## src/rtl/cascade_down_counter.sv

```systemverilog
// Cascadable loadable down-counter built from 4-bit nibble stages with a trickle
// borrow chain, borrow-out for chaining and optional auto-reload on underflow.

module cascade_down_counter_nibble (
    input  logic       clk,
    input  logic       rst_n,
    input  logic       load,
    input  logic       dec,
    input  logic       wrap,
    input  logic       auto_reload,
    input  logic [3:0] d,
    output logic [3:0] q,
    output logic       zero
);
    logic [3:0] rld;

    always_ff @(posedge clk or negedge rst_n) begin
        if (!rst_n) begin
            q   <= 4'h0;
            rld <= 4'h0;
        end else if (load) begin
            q   <= d;
            rld <= d;
        end else if (wrap) begin
            // Whole counter underflows: every nibble takes its share of the reload target.
            q <= auto_reload ? rld : 4'hF;
        end else if (dec) begin
            q <= q - 4'd1;
        end
    end

    assign zero = (q == 4'h0);
endmodule

module cascade_down_counter #(
    parameter int STAGES = 2
) (
    input  logic                  CLK,
    input  logic                  CLR_n,
    input  logic [4*STAGES-1:0]   D,
    input  logic                  LOAD_n,
    input  logic                  ENP,
    input  logic                  ENT,
    input  logic                  AUTO_RELOAD,
    output logic [4*STAGES-1:0]   Q,
    output logic                  BO,
    output logic                  TC_PULSE
);
    logic [STAGES-1:0][3:0] q_nib;
    logic [STAGES-1:0]      zero;
    logic [STAGES:0]        borrow;
    logic                   count;
    logic                   underflow;

    // borrow[k] is high when every nibble below k is zero.
    assign borrow[0] = 1'b1;
    assign count     = LOAD_n & ENP & ENT;
    assign underflow = count & borrow[STAGES];

    for (genvar k = 0; k < STAGES; k++) begin : g_stage
        assign borrow[k+1] = borrow[k] & zero[k];

        cascade_down_counter_nibble u_nib (
            .clk         (CLK),
            .rst_n       (CLR_n),
            .load        (~LOAD_n),
            .dec         (count & borrow[k]),
            .wrap        (underflow),
            .auto_reload (AUTO_RELOAD),
            .d           (D[4*k +: 4]),
            .q           (q_nib[k]),
            .zero        (zero[k])
        );
    end

    assign Q  = q_nib;
    assign BO = ENT & borrow[STAGES];

    always_ff @(posedge CLK or negedge CLR_n) begin
        if (!CLR_n)
            TC_PULSE <= 1'b0;
        else
            TC_PULSE <= underflow;
    end
endmodule

```

## config.mk

```make
export PLATFORM = sky130hd
export DESIGN_NAME = cascade_down_counter
export DESIGN_NICKNAME = d
export VERILOG_FILES = /design/src/rtl/cascade_down_counter.sv
export SDC_FILE = /design/constraint.sdc
export NUM_CORES = 1
export LEC_CHECK = 0
export ABC_AREA = 1
export CAP_MARGIN = 20
export CORE_MARGIN = 3
export CORE_UTILIZATION = 48
export CTS_CLUSTER_DIAMETER = 30
export DETAILED_ROUTE_END_ITERATION = 16
export PLACE_DENSITY = 0.87
export SLEW_MARGIN = 20
export SYNTH_ARGS = -nofsm -noshare
export SYNTH_HDL_FRONTEND = slang
export SYNTH_HIERARCHICAL = 1
export SYNTH_SLANG_ARGS = --single-unit
```

## constraint.sdc

```tcl
create_clock -name CLK -period 3 [get_ports CLK]
set_clock_uncertainty 0.2 [all_clocks]
set_input_delay 0.6 -clock CLK [delete_from_list [all_inputs] [get_ports CLK]]
set_output_delay 0.6 -clock CLK [all_outputs]
set_load 0.05 [all_outputs]
```

==> impl_metrics.env, run 1 <==
export IMPL_final_cell_count_no_fill=178
export IMPL_end_kind="primary output"
export IMPL_gp_congestion=0.817
export IMPL_critPathLaunchType="register"
export IMPL_status="completed"
export IMPL_syn_area_sq_mm=0.00100
export IMPL_cp_cell_sequence="inv_1 -> ha_1 -> nand2_1 -> nor2_1 -> nand2_1 -> nor2_1 -> buf_4"
export IMPL_synthFlopType="dfrtp_1"
export IMPL_cts_num_sinks=17
export IMPL_fin_nets=170
export IMPL_netlist_area_leader_share_pct=42.5
export IMPL_async_flop_share_pct=100
export IMPL_grt_pass1_wl_microns=3520
export IMPL_fmax_mhz=416
export IMPL_relSlewSlack_pct=48.9
export IMPL_cpLargestDelayFamily="flip-flops"
export IMPL_ctsHoldBuffers=0
export IMPL_antenna_found_initial=0
export IMPL_h_tree_depth=1
export IMPL_fp_row_count=15
export IMPL_crit_start="g_stage[0].u_nib/q[0]"
export IMPL_maxCapViolCount=0
export IMPL_tns_ns=0
export IMPL_post_cts_buffers=0
export IMPL_fp_dieH_microns=51.7
export IMPL_reg2reg_from="g_stage[0].u_nib/q[0]"
export IMPL_critical_path_class="reg2out"
export IMPL_root_buffer="clkbuf_4"
export IMPL_seq_area_frac_synth_pct=42.5
export IMPL_cts_buffers=3
export IMPL_core_sq_mm=0.00184
export IMPL_area_growth_pct=27.9
export IMPL_wire_per_inst_microns=12.0
export IMPL_synth_top_cell_by_area="dfrtp_1"
export IMPL_synth_area_leaders="dfrtp_1 (43%), inv_1 (9.0%), nand2_1 (7.9%), nor2_1 (5.6%), nand3_1 (5.0%)"
export IMPL_hold_class="reg2reg"
export IMPL_drt_iter0_drc=25
export IMPL_min_delay_start="g_stage[0].u_nib/rld[1]"
export IMPL_firstDrtPassIters=4
export IMPL_layout_drive_gt1_share_pct=14.4
export IMPL_cp_data_arrival_time_ns=1.60
export IMPL_synthTopCellsByCount="inv_1 (24), nand2_1 (21), dfrtp_1 (17)"
export IMPL_synthesis_nets=142
export IMPL_num_fill_cells=164
export IMPL_die_w_microns=51.7
export IMPL_grt_pass1_vias=807
export IMPL_viasPerCell=5.06
export IMPL_synthDistinctLibCells=20
export IMPL_irDropWorstVdd_uv=320
export IMPL_post_dp_hpwl_microns=1650
export IMPL_slowest_delay_ns=0.41
export IMPL_dp_cells=174
export IMPL_rsz0062_at_grt="no"
export IMPL_initial_utilization_pct=54.4
export IMPL_crit_buf_inv=2
export IMPL_synth_edf_count=0
export IMPL_yosys_cell_count_top_type="inv_1"
export IMPL_gr_total_overflow=0
export IMPL_tightest_slew_ns=0.764
export IMPL_gr_usage_all_layers_pct=17.7
export IMPL_p_per_area_mw_per_mm2=545
export IMPL_leakage_uw=0.000627
export IMPL_drc=0
export IMPL_finalSetupViolCount=0
export IMPL_io_pins=24
export IMPL_via_count=900
export IMPL_min_period_ns=2.40
export IMPL_cts_buffer_depth=2
export IMPL_cts_tree="yes"
export IMPL_syn_avg_cell_area_sq_um=7.94
export IMPL_ys_warn_count=6
export IMPL_postRouteWirelength_microns=2140
export IMPL_final_hold_viol_count=0
export IMPL_crit_fanout=4
export IMPL_finalCritPeriodShare_pct=80.1
export IMPL_synth_seq_cells=17
export IMPL_ant_nets=0
export IMPL_clkLatencyLatePin_ns=0.29
export IMPL_dieArea_sq_mm=0.00267
export IMPL_path_clk_slew_ns=0.10
export IMPL_antenna_cells=0
export IMPL_cp_slowest_cell="dfrtp_1"
export IMPL_syn_inst=126
export IMPL_maxSlewViolCount=0
export IMPL_grt_start_max_net_pins=22
export IMPL_ctsResizeCount=0
export IMPL_cp_data_required_time_ns=2.20
export IMPL_io_buffers=23
## logic make-up after synthesis
logic type / Yosys count / synth area share (%)
AOI/OAI and AO/OA: 26 / 18.0
adders and majority gates: 2 / 2.50
buffers and inverters: 28 / 12.0
DFF: 17 / 42.5
and+or+nand+nor: 53 / 25.0
## flip-flops by register name, indices dropped and copies added (netlist names)
name,cells
g_stage.u_nib/q,8
g_stage.u_nib/rld,8
TC_PULSE,1
## cell usage in the layout, fill, tap and decap left out, drive strengths merged
master | netlist | layout
inv | 26 | 26
nand2 | 23 | 23
clkdlybuf4s50 | 0 | 22
dfrtp | 17 | 17
nor2 | 17 | 17
nand3 | 11 | 11
a21oi | 10 | 10
o21ai | 10 | 10
o22ai | 4 | 4
clkbuf | 0 | 3
buf | 2 | 3
nor3 | 2 | 2
a31oi | 2 | 2
ha | 2 | 2
clkinv | 0 | 1
## path summary, 6_finish.rpt
check	slack (ns)	cells after the start	to
max	0.60	7	BO
min	0.33	2	g_stage[0].u_nib/rld[1]
max reg2reg	0.98	11	g_stage[0].u_nib/q[1]
min reg2reg	0.33	2	g_stage[0].u_nib/rld[1]
max in group asynchronous	1.58	1	g_stage[0].u_nib/rld[2]
min in group asynchronous	0.55	1	g_stage[1].u_nib/q[1]
## area by class of cell
cell class / count / area [sq um] / area share, %
multi-input cells: 81 / 455 / 35.6
clock buffers: 3 / 22.5 / 1.76
clock inverters: 1 / 5.00 / 0.391
well taps: 25 / 31.3 / 2.44
flip-flops and latches: 17 / 425 / 33.2
repair buffers: 25 / 243 / 19.0
inverters: 26 / 97.6 / 7.62
## through the flow
| stage | hold WS [ns] | util, % | power [uW] | area, sq um | setup slack, ns |
|---|---|---|---|---|---|
| 2_1_floorplan | 0.104 | - | 482 | 1000 | 0.394 |
| 6_report | 0.333 | 69.6 | 698 | 1280 | 0.597 |
| 5_1_grt | 0.358 | 69.6 | 737 | 1280 | 0.462 |
| 3_5_place_dp | 0.320 | 68.1 | 577 | 1250 | 0.421 |
| 3_3_place_gp | 0.304 | 68.1 | 569 | 1250 | 0.565 |
| 4_1_cts | 0.337 | 69.6 | 701 | 1280 | 0.586 |
## tightest hold or removal path, delay by kind of cell, from the launching register on
kind	cells	cell delay, ns
DFF	1	0.38
buffers and inverters	1	0.06
AOI/OAI and AO/OA	1	0.06
## per-layer routing
metal  global-route usage, %  up-vias  share of wire [%]
li1                        -      454                  -
met3                    3.15        4                7.0
met2                    26.3       35                 44
met1                    24.5      407                 47
met4                    9.17        0                1.4
met5                       0        -                  0
## power breakdown
| group | leakage [uW] | total [uW] | internal [uW] | switching, uW |
|---|---|---|---|---|
| sequential | 0.000205 | 286 | 260 | 25.4 |
| combinational | 0.000404 | 287 | 107 | 180 |
| clock | 0.0000177 | 125 | 49.6 | 75.3 |
(Power assumes the default switching activity.)
==> run 2: changes to the inputs <==
- clock period: 3 -> 2.45 ns (I/O delays scaled with it)
==> impl_metrics.env, run 2 (synthesized netlist as in run 1, its figures left out) <==
export IMPL_status="completed"
export IMPL_finalSetupViolCount=0
export IMPL_area_growth_pct=31.7
export IMPL_grt_busiest_layer="met2"
export IMPL_grt_pass1_vias=847
export IMPL_gr_usage_met3_pct=4.01
export IMPL_critical_path_class="reg2out"
export IMPL_layout_drive_gt1_share_pct=16.7
export IMPL_num_fill_cells=146
export IMPL_p_seq_share_pct=40.6
export IMPL_cts_tree="yes"
export IMPL_root_buffer="clkbuf_4"
export IMPL_crit_fanout=4
export IMPL_clkLatencyLatePin_ns=0.29
export IMPL_maxSlewViolCount=0
export IMPL_path_clk_slew_ns=0.10
export IMPL_initial_utilization_pct=54.4
export IMPL_dieArea_sq_mm=0.00267
export IMPL_fmax_mhz=432
export IMPL_hold_class="in2async"
export IMPL_die_w_microns=51.7
export IMPL_p_int_uw=517
export IMPL_gr_total_overflow=0
export IMPL_fp_row_count=15
export IMPL_fp_dieH_microns=51.7
export IMPL_grt_start_max_net_pins=19
export IMPL_viasPerCell=5.10
export IMPL_switching_power_uw=341
export IMPL_ant_nets=0
export IMPL_core_sq_mm=0.00184
export IMPL_finalCritPeriodShare_pct=94.4
export IMPL_drc=0
export IMPL_cts_buffer_depth=2
export IMPL_h_tree_depth=1
export IMPL_seqCellArea_sq_um=425
export IMPL_multi_input_area_sq_um=460
export IMPL_postRouteWirelength_microns=2180
export IMPL_swShare_pct=39.8
export IMPL_use_met2_pct=32.8
export IMPL_cp_data_arrival_time_ns=1.62
export IMPL_final_common_cell="inv_1"
export IMPL_cp_data_required_time_ns=1.76
export IMPL_dp_cells=177
export IMPL_firstDrtPassIters=4
export IMPL_maxCapViolCount=0
export IMPL_clkPwrFrac_pct=17.7
export IMPL_end_kind="primary output"
export IMPL_rsz0062_at_grt="no"
export IMPL_gp_congestion=0.870
export IMPL_grt_use_met1_pct=24.0
export IMPL_min_period_ns=2.31
export IMPL_comb_power_share_pct=41.8
export IMPL_drt_iter0_drc=8
export IMPL_io_pins=24
export IMPL_ctsHoldBuffers=0
export IMPL_antenna_found_initial=0
export IMPL_via_count=923
export IMPL_dpl_cell_area_sq_mm=0.00129
export IMPL_fin_nets=173
export IMPL_gr_usage_all_layers_pct=19.2
export IMPL_critPathLaunchType="register"
export IMPL_cts_num_sinks=17
export IMPL_wire_per_inst_microns=12.0
export IMPL_tightest_slew_ns=0.550
export IMPL_relSlewSlack_pct=63.3
export IMPL_postLayoutCellArea_sq_mm=0.00132
export IMPL_tns_ns=0
export IMPL_grt_pass1_wl_microns=3820
export IMPL_antenna_cells=0
export IMPL_p_per_area_mw_per_mm2=650
export IMPL_post_dp_hpwl_microns=1690
export IMPL_final_hold_viol_count=0
export IMPL_leakage_uw=0.000641
export IMPL_cts_buffers=3
export IMPL_final_cell_count_no_fill=181
export IMPL_io_buffers=23
export IMPL_layout_common_cells="inv_1 (24), clkdlybuf4s50_1 (22), nand2_1 (21)"
export IMPL_irDropWorstVdd_uv=389
export IMPL_top_regs="g_stage.u_nib/q (8), g_stage.u_nib/rld (8), TC_PULSE (1)"
-- run 2: cell type report --
| type | instances | share of cell area (%) |
|---|---|---|
| multi-input combinational | 81 | 34.9 |
| sequential | 17 | 32.3 |
| timing repair buffer | 28 | 21.1 |
| inverter | 26 | 7.40 |
| tap | 25 | 2.37 |
| clock buffer | 4 | 1.99 |
-- run 2: path summary, 6_finish.rpt --
| path | endpoint | cells after the start | slack (ns) | from |
|---|---|---|---|---|
| setup reg to reg | g_stage[1].u_nib/q[2] | 11 | 0.36 | g_stage[0].u_nib/q[0] |
| max in group asynchronous | g_stage[0].u_nib/rld[0] | 2 | 1.54 | CLR_n |
| hold / removal | g_stage[1].u_nib/q[0] | 2 | 0.32 | CLR_n |
| setup / recovery | BO | 7 | 0.14 | g_stage[0].u_nib/q[0] |
| min in group CLK | g_stage[1].u_nib/rld[1] | 2 | 0.33 | g_stage[1].u_nib/rld[1] |
| hold reg to reg | g_stage[1].u_nib/rld[1] | 2 | 0.33 | g_stage[1].u_nib/rld[1] |
-- run 2: routing by layer --
layer / up-vias / part of all wire, %
li1: 462 / -
met1: 428 / 44
met2: 31 / 50
met3: 2 / 5.1
met4: 0 / 0.97
met5: - / 0
-- run 2: repair_timing --
item / CTS / global route
setup buffers: 0 / 0
gates resized for setup: 0 / 1
setup endpoints to repair: 0 / 1
-- run 2: power by group through the flow --
stage	clock network, uW	logic (uW)	registers (uW)
finish	151	358	348
global route	166	395	355
CTS	155	359	347
detailed placement	0	358	353
global placement	0	348	351
floorplan	0	147	444
-- run 2: metrics by stage --
step / util [%] / setup slack (ns) / hold WS (ns) / total power [uW]
final: 71.7 / 0.137 / 0.316 / 858
after global routing: 71.7 / 0.0117 / 0.323 / 916
after CTS: 71.6 / 0.105 / 0.323 / 861
after detailed placement: 70.1 / 0.253 / 0.313 / 711
after global placement: 70.1 / 0.283 / 0.308 / 700
after floorplan: - / 0.000772 / -0.00559 / 590
-- run 2: worst max-delay path, stage by stage, from the launching register on --
cell,delay (ns)
dfrtp_1,0.41
inv_1,0.14
ha_1,0.20
nand2_1,0.09
nor2_2,0.11
nand2_1,0.09
nor2_2,0.15
buf_12,0.15
